===== config.mk =====
export PLATFORM = sky130hd
export DESIGN_NAME = dp_reg_bank_flat
export DESIGN_NICKNAME = d
export VERILOG_FILES = /design/src/rtl/dp_reg_bank_pkg.sv /design/src/rtl/dp_reg_bank_if.sv /design/src/rtl/dp_reg_bank_rd_pipe.sv /design/src/rtl/dp_reg_bank.sv /design/src/flat_wrapper.sv
export SDC_FILE = /design/constraint.sdc
export NUM_CORES = 1
export LEC_CHECK = 0
export CORE_MARGIN = 8
export CORE_UTILIZATION = 25
export CTS_CLUSTER_SIZE = 30
export DETAILED_ROUTE_END_ITERATION = 6
export PLACE_DENSITY = 0.44
export RECOVER_POWER = 25
export SLEW_MARGIN = 20
export SYNTH_ARGS = -nofsm -noshare
export SYNTH_HDL_FRONTEND = slang
export SYNTH_SLANG_ARGS = --single-unit

===== constraint.sdc =====
create_clock -name clk -period 4.9 [get_ports clk]
set_input_delay 0.98 -clock clk [delete_from_list [all_inputs] [get_ports clk]]
set_output_delay 0.98 -clock clk [all_outputs]
set_load 0.01 [all_outputs]

===== src/rtl/dp_reg_bank_pkg.sv =====
// Shared types and constants for the dual-port register bank.
// No logic; no latency.
// No flow control.
package reg_bank_pkg;

    typedef enum logic {
        ST_IDLE  = 1'b0,
        ST_CLEAR = 1'b1
    } state_t;

    localparam int RD_LAT_MIN = 1;
    localparam int RD_LAT_MAX = 2;

    function automatic bit rd_lat_legal(input int lat);
        return (lat >= RD_LAT_MIN) && (lat <= RD_LAT_MAX);
    endfunction

endpackage


===== src/rtl/dp_reg_bank_if.sv =====
// Request/response bundle of the register bank: port A r/w, port B read, clear control.
// Latency set by the bank; no added delay.
// No backpressure: requests are dropped while busy is high.
interface dp_reg_bank_if #(
    parameter int DATA_W = 16,
    parameter int ADDR_W = 6
);
    logic              a_en;
    logic              a_we;
    logic [ADDR_W-1:0] a_addr;
    logic [DATA_W-1:0] a_din;
    logic [DATA_W-1:0] a_dout;
    logic              a_valid;
    logic              b_en;
    logic [ADDR_W-1:0] b_addr;
    logic [DATA_W-1:0] b_dout;
    logic              b_valid;
    logic              clr_req;
    logic              busy;

    modport master (
        output a_en, a_we, a_addr, a_din, b_en, b_addr, clr_req,
        input  a_dout, a_valid, b_dout, b_valid, busy
    );

    modport slave (
        input  a_en, a_we, a_addr, a_din, b_en, b_addr, clr_req,
        output a_dout, a_valid, b_dout, b_valid, busy
    );
endinterface


===== src/rtl/dp_reg_bank_rd_pipe.sv =====
// Data+valid delay line appended after the registered array read.
// Latency STAGES cycles; data only advances with its valid, so outputs hold between strobes.
// No backpressure: one result per cycle in and out.
module rd_pipe #(
    parameter int DATA_W = 16,
    parameter int STAGES = 1
) (
    input  logic              clk,
    input  logic              rst_n,
    input  logic              in_vld,
    input  logic [DATA_W-1:0] in_dat,
    output logic              out_vld,
    output logic [DATA_W-1:0] out_dat
);
    logic [STAGES-1:0] vld_q;
    logic [DATA_W-1:0] dat_q [STAGES];

    always_ff @(posedge clk or negedge rst_n) begin
        if (!rst_n) begin
            vld_q <= '0;
            for (int i = 0; i < STAGES; i++) dat_q[i] <= '0;
        end else begin
            vld_q[0] <= in_vld;
            if (in_vld) dat_q[0] <= in_dat;
            for (int i = 1; i < STAGES; i++) begin
                vld_q[i] <= vld_q[i-1];
                if (vld_q[i-1]) dat_q[i] <= dat_q[i-1];
            end
        end
    end

    assign out_vld = vld_q[STAGES-1];
    assign out_dat = dat_q[STAGES-1];
endmodule


===== src/rtl/dp_reg_bank.sv =====
// Register bank: port A read/write, port B read-only, with a sequential clear engine.
// Read latency RD_LAT cycles on both ports; writes take effect at the issuing edge.
// No backpressure: requests while busy (clearing) are discarded, in-flight reads complete.
module dp_reg_bank
    import reg_bank_pkg::*;
#(
    parameter int DATA_W      = 16,
    parameter int DEPTH       = 64,
    parameter int ADDR_W      = 6,
    parameter int RD_LAT      = 1,
    parameter int WRITE_FIRST = 1,
    parameter int CLR_ON_RST  = 1
) (
    input  logic            clk,
    input  logic            rst_n,
    dp_reg_bank_if.slave    bus
);
    localparam int              PIPE_STAGES = rd_lat_legal(RD_LAT) ? RD_LAT - 1 : 0;
    localparam logic [ADDR_W:0] DEPTH_X     = (ADDR_W+1)'(DEPTH);
    localparam logic [ADDR_W-1:0] LAST_ADDR = ADDR_W'(DEPTH - 1);
    localparam state_t          RST_STATE   = (CLR_ON_RST != 0) ? ST_CLEAR : ST_IDLE;

    state_t              state_q, state_d;
    logic [ADDR_W-1:0]   clr_cnt_q, clr_cnt_d;
    logic                busy, clr_wr;

    logic [DATA_W-1:0]   mem [DEPTH];
    logic                a_in_rng, b_in_rng, a_wr, a_rd, b_rd, b_collide;
    logic [DATA_W-1:0]   a_rdata, b_rdata;
    logic                a_vld_s1, b_vld_s1, a_vld_o, b_vld_o;
    logic [DATA_W-1:0]   a_dat_s1, b_dat_s1, a_dat_o, b_dat_o;

    // Comparison is done one bit wider so DEPTH == 2**ADDR_W works.
    assign a_in_rng  = {1'b0, bus.a_addr} < DEPTH_X;
    assign b_in_rng  = {1'b0, bus.b_addr} < DEPTH_X;
    assign a_wr      = bus.a_en & bus.a_we & ~busy & a_in_rng;
    assign a_rd      = bus.a_en & ~bus.a_we & ~busy;
    assign b_rd      = bus.b_en & ~busy;
    assign b_collide = a_wr & (bus.a_addr == bus.b_addr);

    always_ff @(posedge clk or negedge rst_n) begin
        if (!rst_n) begin
            state_q   <= RST_STATE;
            clr_cnt_q <= '0;
        end else begin
            state_q   <= state_d;
            clr_cnt_q <= clr_cnt_d;
        end
    end

    always_comb begin
        state_d   = state_q;
        clr_cnt_d = '0;
        case (state_q)
            ST_IDLE:  if (bus.clr_req) state_d = ST_CLEAR;
            ST_CLEAR: begin
                if (clr_cnt_q == LAST_ADDR) state_d = ST_IDLE;
                else                        clr_cnt_d = clr_cnt_q + 1'b1;
            end
            default:  state_d = ST_IDLE;
        endcase
    end

    always_comb begin
        busy   = (state_q == ST_CLEAR);
        clr_wr = (state_q == ST_CLEAR);
    end

    // Array has no reset so it can map onto block RAM.
    always_ff @(posedge clk) begin
        if (clr_wr)    mem[clr_cnt_q]  <= '0;
        else if (a_wr) mem[bus.a_addr] <= bus.a_din;
    end

    always_comb begin
        a_rdata = a_in_rng ? mem[bus.a_addr] : '0;
        if (!b_in_rng)                          b_rdata = '0;
        else if ((WRITE_FIRST != 0) && b_collide) b_rdata = bus.a_din;
        else                                    b_rdata = mem[bus.b_addr];
    end

    always_ff @(posedge clk or negedge rst_n) begin
        if (!rst_n) begin
            a_vld_s1 <= 1'b0;
            b_vld_s1 <= 1'b0;
            a_dat_s1 <= '0;
            b_dat_s1 <= '0;
        end else begin
            a_vld_s1 <= a_rd;
            b_vld_s1 <= b_rd;
            if (a_rd) a_dat_s1 <= a_rdata;
            if (b_rd) b_dat_s1 <= b_rdata;
        end
    end

    if (PIPE_STAGES > 0) begin : g_pipe
        rd_pipe #(.DATA_W(DATA_W), .STAGES(PIPE_STAGES)) u_pipe_a (
            .clk(clk), .rst_n(rst_n),
            .in_vld(a_vld_s1), .in_dat(a_dat_s1),
            .out_vld(a_vld_o), .out_dat(a_dat_o)
        );
        rd_pipe #(.DATA_W(DATA_W), .STAGES(PIPE_STAGES)) u_pipe_b (
            .clk(clk), .rst_n(rst_n),
            .in_vld(b_vld_s1), .in_dat(b_dat_s1),
            .out_vld(b_vld_o), .out_dat(b_dat_o)
        );
    end else begin : g_nopipe
        assign a_vld_o = a_vld_s1;
        assign a_dat_o = a_dat_s1;
        assign b_vld_o = b_vld_s1;
        assign b_dat_o = b_dat_s1;
    end

    assign bus.a_valid = a_vld_o;
    assign bus.a_dout  = a_dat_o;
    assign bus.b_valid = b_vld_o;
    assign bus.b_dout  = b_dat_o;
    assign bus.busy    = busy;
endmodule

===== src/flat_wrapper.sv =====
// flat-port wrapper written by rule: the top's interface ports become plain ports
module dp_reg_bank_flat import reg_bank_pkg::*;
#(
    parameter int DATA_W      = 16,
    parameter int DEPTH       = 64,
    parameter int ADDR_W      = 6,
    parameter int RD_LAT      = 1,
    parameter int WRITE_FIRST = 1,
    parameter int CLR_ON_RST  = 1
)
  (clk, rst_n, bus_a_en, bus_a_we, bus_a_addr, bus_a_din, bus_b_en, bus_b_addr, bus_clr_req, bus_a_dout, bus_a_valid, bus_b_dout, bus_b_valid, bus_busy);
  dp_reg_bank_if #(.DATA_W(DATA_W), .ADDR_W(ADDR_W)) bus_i ();
  input  logic clk;
  input  logic rst_n;
  input wire logic [$bits(bus_i.a_en)-1:0] bus_a_en;
  input wire logic [$bits(bus_i.a_we)-1:0] bus_a_we;
  input wire logic [$bits(bus_i.a_addr)-1:0] bus_a_addr;
  input wire logic [$bits(bus_i.a_din)-1:0] bus_a_din;
  input wire logic [$bits(bus_i.b_en)-1:0] bus_b_en;
  input wire logic [$bits(bus_i.b_addr)-1:0] bus_b_addr;
  input wire logic [$bits(bus_i.clr_req)-1:0] bus_clr_req;
  output wire logic [$bits(bus_i.a_dout)-1:0] bus_a_dout;
  output wire logic [$bits(bus_i.a_valid)-1:0] bus_a_valid;
  output wire logic [$bits(bus_i.b_dout)-1:0] bus_b_dout;
  output wire logic [$bits(bus_i.b_valid)-1:0] bus_b_valid;
  output wire logic [$bits(bus_i.busy)-1:0] bus_busy;
  assign bus_i.a_en = bus_a_en;
  assign bus_i.a_we = bus_a_we;
  assign bus_i.a_addr = bus_a_addr;
  assign bus_i.a_din = bus_a_din;
  assign bus_i.b_en = bus_b_en;
  assign bus_i.b_addr = bus_b_addr;
  assign bus_i.clr_req = bus_clr_req;
  assign bus_a_dout = bus_i.a_dout;
  assign bus_a_valid = bus_i.a_valid;
  assign bus_b_dout = bus_i.b_dout;
  assign bus_b_valid = bus_i.b_valid;
  assign bus_busy = bus_i.busy;
  dp_reg_bank #(.DATA_W(DATA_W), .DEPTH(DEPTH), .ADDR_W(ADDR_W), .RD_LAT(RD_LAT), .WRITE_FIRST(WRITE_FIRST), .CLR_ON_RST(CLR_ON_RST)) u_core (.clk(clk), .rst_n(rst_n), .bus(bus_i));
endmodule

==> run summary <==
The average vias per placed instance was 5.23. The cell area after synthesis is 0.0493 sq mm. Leaving out filler cells and counting taps, the final layout contains 5449. TritonCTS built the clock tree. For the number of hold violations in the final report, the log shows 0. The number of placed cells counting well taps was 5221; the insertion delay of the later-clocked pin in the worst-skew pair was 0.76 ns. The H-tree generated during clock tree synthesis spans 3 levels. Across the run, the number of max-cap violations was 2. Final period utilization: 0.841.

After detailed routing, the average wire length per cell comes to 34.0 um. The commonest cells after synthesis are edfxtp_1, mux4_2, nand2_1. Number of instances resized during post-cts repair: 0. The transition time at the pin with the least slew margin is 2.85 ns. The type of the worst setup path was in2reg.

Final setup violation count: 0. Counting along the longest clock path gives a buffer depth of 3. The fraction of synthesized cell area taken by the top area cell type was 0.623. The tools report the relative slew slack as -0.897. The post-route minimum period was 4.12 ns; the summed negative setup slack over all endpoints was 0 ns. The clock input transition at the sequential cells of the worst setup and hold paths is 0.06 ns. The tree is rooted in a clkbuf_16. Setup repair after global routing left no endpoint under its margin. For the final count of pins violating max slew, the log shows 81. The first global-routing pass estimated 253 mm of wire. The die area was 0.212 sq mm. The startpoint identified for the worst register-to-register timing path is u_core.bus.busy. A synthesized cell averages 19.9 sq um.

In this run, synthesis inferred 1024 flip-flops with an integrated enable. The tools report the kind of start point of the critical path as an input pin. In this run the post-CTS setup repair buffer count came out at 0.

The run gives 19.1k as the final-layout fill cell count. The run finished, with violations left. The final weighted congestion in routability-driven placement is 0.925. The register area share after synthesis is 0.644, and the remaining global-route overflow is 0.

For the worst setup margin, the log shows 0.779 ns. In the final layout, the multi-input gates occupy 0.0166 sq mm. Number of antenna violations at the first check in global routing: 13.

The worst setup path is captured at a flip-flop. Endpoint of the lowest-slack register-to-register path: u_core.mem[9][12]. Entering global routing, the biggest net connects 72 pins. The area growth from synthesis to layout is 18.8%.

The clock drives 1065 sinks. For the count of nets after finishing, the log shows 2736. edfxtp_1 is the most common cell in the netlist.

For the count of vias placed by the detailed router, the log shows 28.5k. Based on the critical path, the design can be clocked at up to 0.243 GHz. The total area inside the core boundary comes to 0.197 sq mm. The run gives 0.251 as the initial core utilization.

Between clock sinks in the finished design, the worst skew comes to 0.0400 ns. Die width: 460 um. The die is 460 um tall. In the synthesized netlist the dominant register cell turns out to be edfxtp_1.

The required time reported for the critical path endpoint came out at 5.47 ns. Before antenna repair, the detailed router went through 6 iterations. By area the synthesized netlist is led by edfxtp_1, mux4_2, dfrtp_1, mux2i_1, nand2_1. The total wire length after detailed routing is 185 mm. Tracing the worst setup path back leads to its startpoint at bus_a_en. During placement, the flow inserted port buffers numbering 68.

The run gives 0 as the number of nets with antenna violations after detailed routing. The number of violations reported at the end of detailed-routing iteration 0 was 3426. The number of different library cells used by synthesis comes to 57. The final reports fail on max-capacitance violations, max-slew violations. The kind of path behind the tightest hold check was reg2reg. The total global routing track utilization was 0.171.

The power per unit of standard cell area is 347 mW/mm^2. TritonCTS created 118 clock buffers. The most critical setup path has its endpoint at u_core.mem[9][12]. Counting cells, the worst reg-to-reg path comes to 5.

In the routed design, unresolved DRC markers number 0. For the number of placement rows, the log shows 163. The Yosys warning count is 0, and the async set-or-reset flop fraction in the synthesized netlist is 0.0385. Synthesis inferred 1065 register bits. The logs give 2481 for the synthesized instance count and 0 for the hold buffer count at CTS.

Arrival time of data at the critical path endpoint: 4.69 ns. The maximum fanout encountered on the critical timing path was 38; the net count after synthesis was 2516. Detailed placement ended at an HPWL of 125 mm. 69 I/O pins were placed. The biggest area contributor in the post-synthesis netlist is edfxtp_1. The leakage power total is 16.7 nW, and the pre-CTS setup slack is 0.583 ns. The largest voltage drop on the vdd net was 0.000291 V. The share of final-layout standard cells stronger than drive strength 1 is 0.370, and the flip-flop and latch area is 0.0318 sq mm.

For flop-to-flop paths, the worst setup slack is 0.98 ns. Power comes to 20.4 mW. The run gives 29.0k as the via count of the first global-routing pass.
-- through the flow --
stage | util | instance area [sq um] | hold WS, ns
after floorplan | - | 49300 | 0.510
after global placement | 0.277 | 54600 | 0.545
after detailed placement | 0.277 | 54600 | 0.548
after CTS | 0.298 | 58600 | 0.308
after global routing | 0.298 | 58600 | 0.567
final | 0.298 | 58600 | 0.548
-- cells in the final DEF (no fill, tap or decap), drive strengths merged, types with 28 or more instances in the layout --
cell type	synthesis	routed
and2	37	37
nor2	88	88
a31oi	41	41
buf	107	235
o21ai	51	51
mux4	543	543
mux2i	84	84
clkinv	1	42
clkdlybuf4s50	0	28
inv	23	28
a221oi	56	56
a32oi	29	29
dlygate4sd3	0	30
edfxtp	1024	1024
clkbuf	89	154
nand2	146	146
a211oi	33	33
dfrtp	40	40
-- report_power, final --
group	switching, mW	leakage, nW	internal [mW]
clock	3.81	1.99	5.67
combinational	0.644	6.07	0.391
sequential	0.0150	8.66	9.84
total	4.47	16.7	15.9
-- registers in the layout, indices dropped and copies added (netlist names) --
register / cells
u_core.clr_cnt_q: 6
u_core.bus.busy: 1
u_core.bus.b_dout: 16
u_core.bus.b_valid: 1
u_core.bus.a_valid: 1
u_core.bus.a_dout: 16
u_core.mem: 1024
-- routing by layer --
layer | up-vias | part of all wire | global-route usage
li1 | 11200 | - | -
met1 | 15800 | 0.42 | 0.230
met2 | 1251 | 0.47 | 0.274
met3 | 280 | 0.063 | 0.0303
met4 | 2 | 0.046 | 0.0676
met5 | - | 0.000070 | 0
-- worst max-delay path, cell delays in order --
cell	delay, ns
dlygate4sd3_1	0.58
and3b_1	0.48
clkbuf_1	0.74
nand2_1	0.22
inv_1	1.26
buf_4	0.41
-- logic make-up after synthesis --
group	after synthesis	share of synthesized area
XOR/XNOR	10	0.00177
multiplexers	628	0.265
AO/OA/AOI/OAI	248	0.0385
flip-flops	1065	0.644
adder cells (fa/ha/maj)	1	0.000254
AND/OR/NAND/NOR	309	0.0278
buffers and inverters	220	0.0227
-- cell type report --
type / instances / area share
clock inverters: 71 / 0.0148
well taps: 2640 / 0.0563
multi-input cells: 1196 / 0.283
diodes: 6 / 0.000256
repair buffers: 296 / 0.0473
clock buffers: 151 / 0.0549
inverters: 24 / 0.00160
flip-flops and latches: 1065 / 0.542
-- worst min path at each step --
stage          slack [ns]                   from                     to  cells past startpoint
4_1_cts              0.31                  rst_n     u_core.bus.b_valid                      2
2_1_floorplan        0.51    u_core.clr_cnt_q[0]    u_core.clr_cnt_q[0]                      1
6_report             0.55   u_core.bus.a_dout[5]   u_core.bus.a_dout[5]                      2
5_1_grt              0.57  u_core.bus.a_dout[15]  u_core.bus.a_dout[15]                      2
3_5_place_dp         0.55  u_core.bus.a_dout[15]  u_core.bus.a_dout[15]                      2
3_3_place_gp         0.55   u_core.bus.a_dout[5]   u_core.bus.a_dout[5]                      2
(Power assumes the default switching activity.)
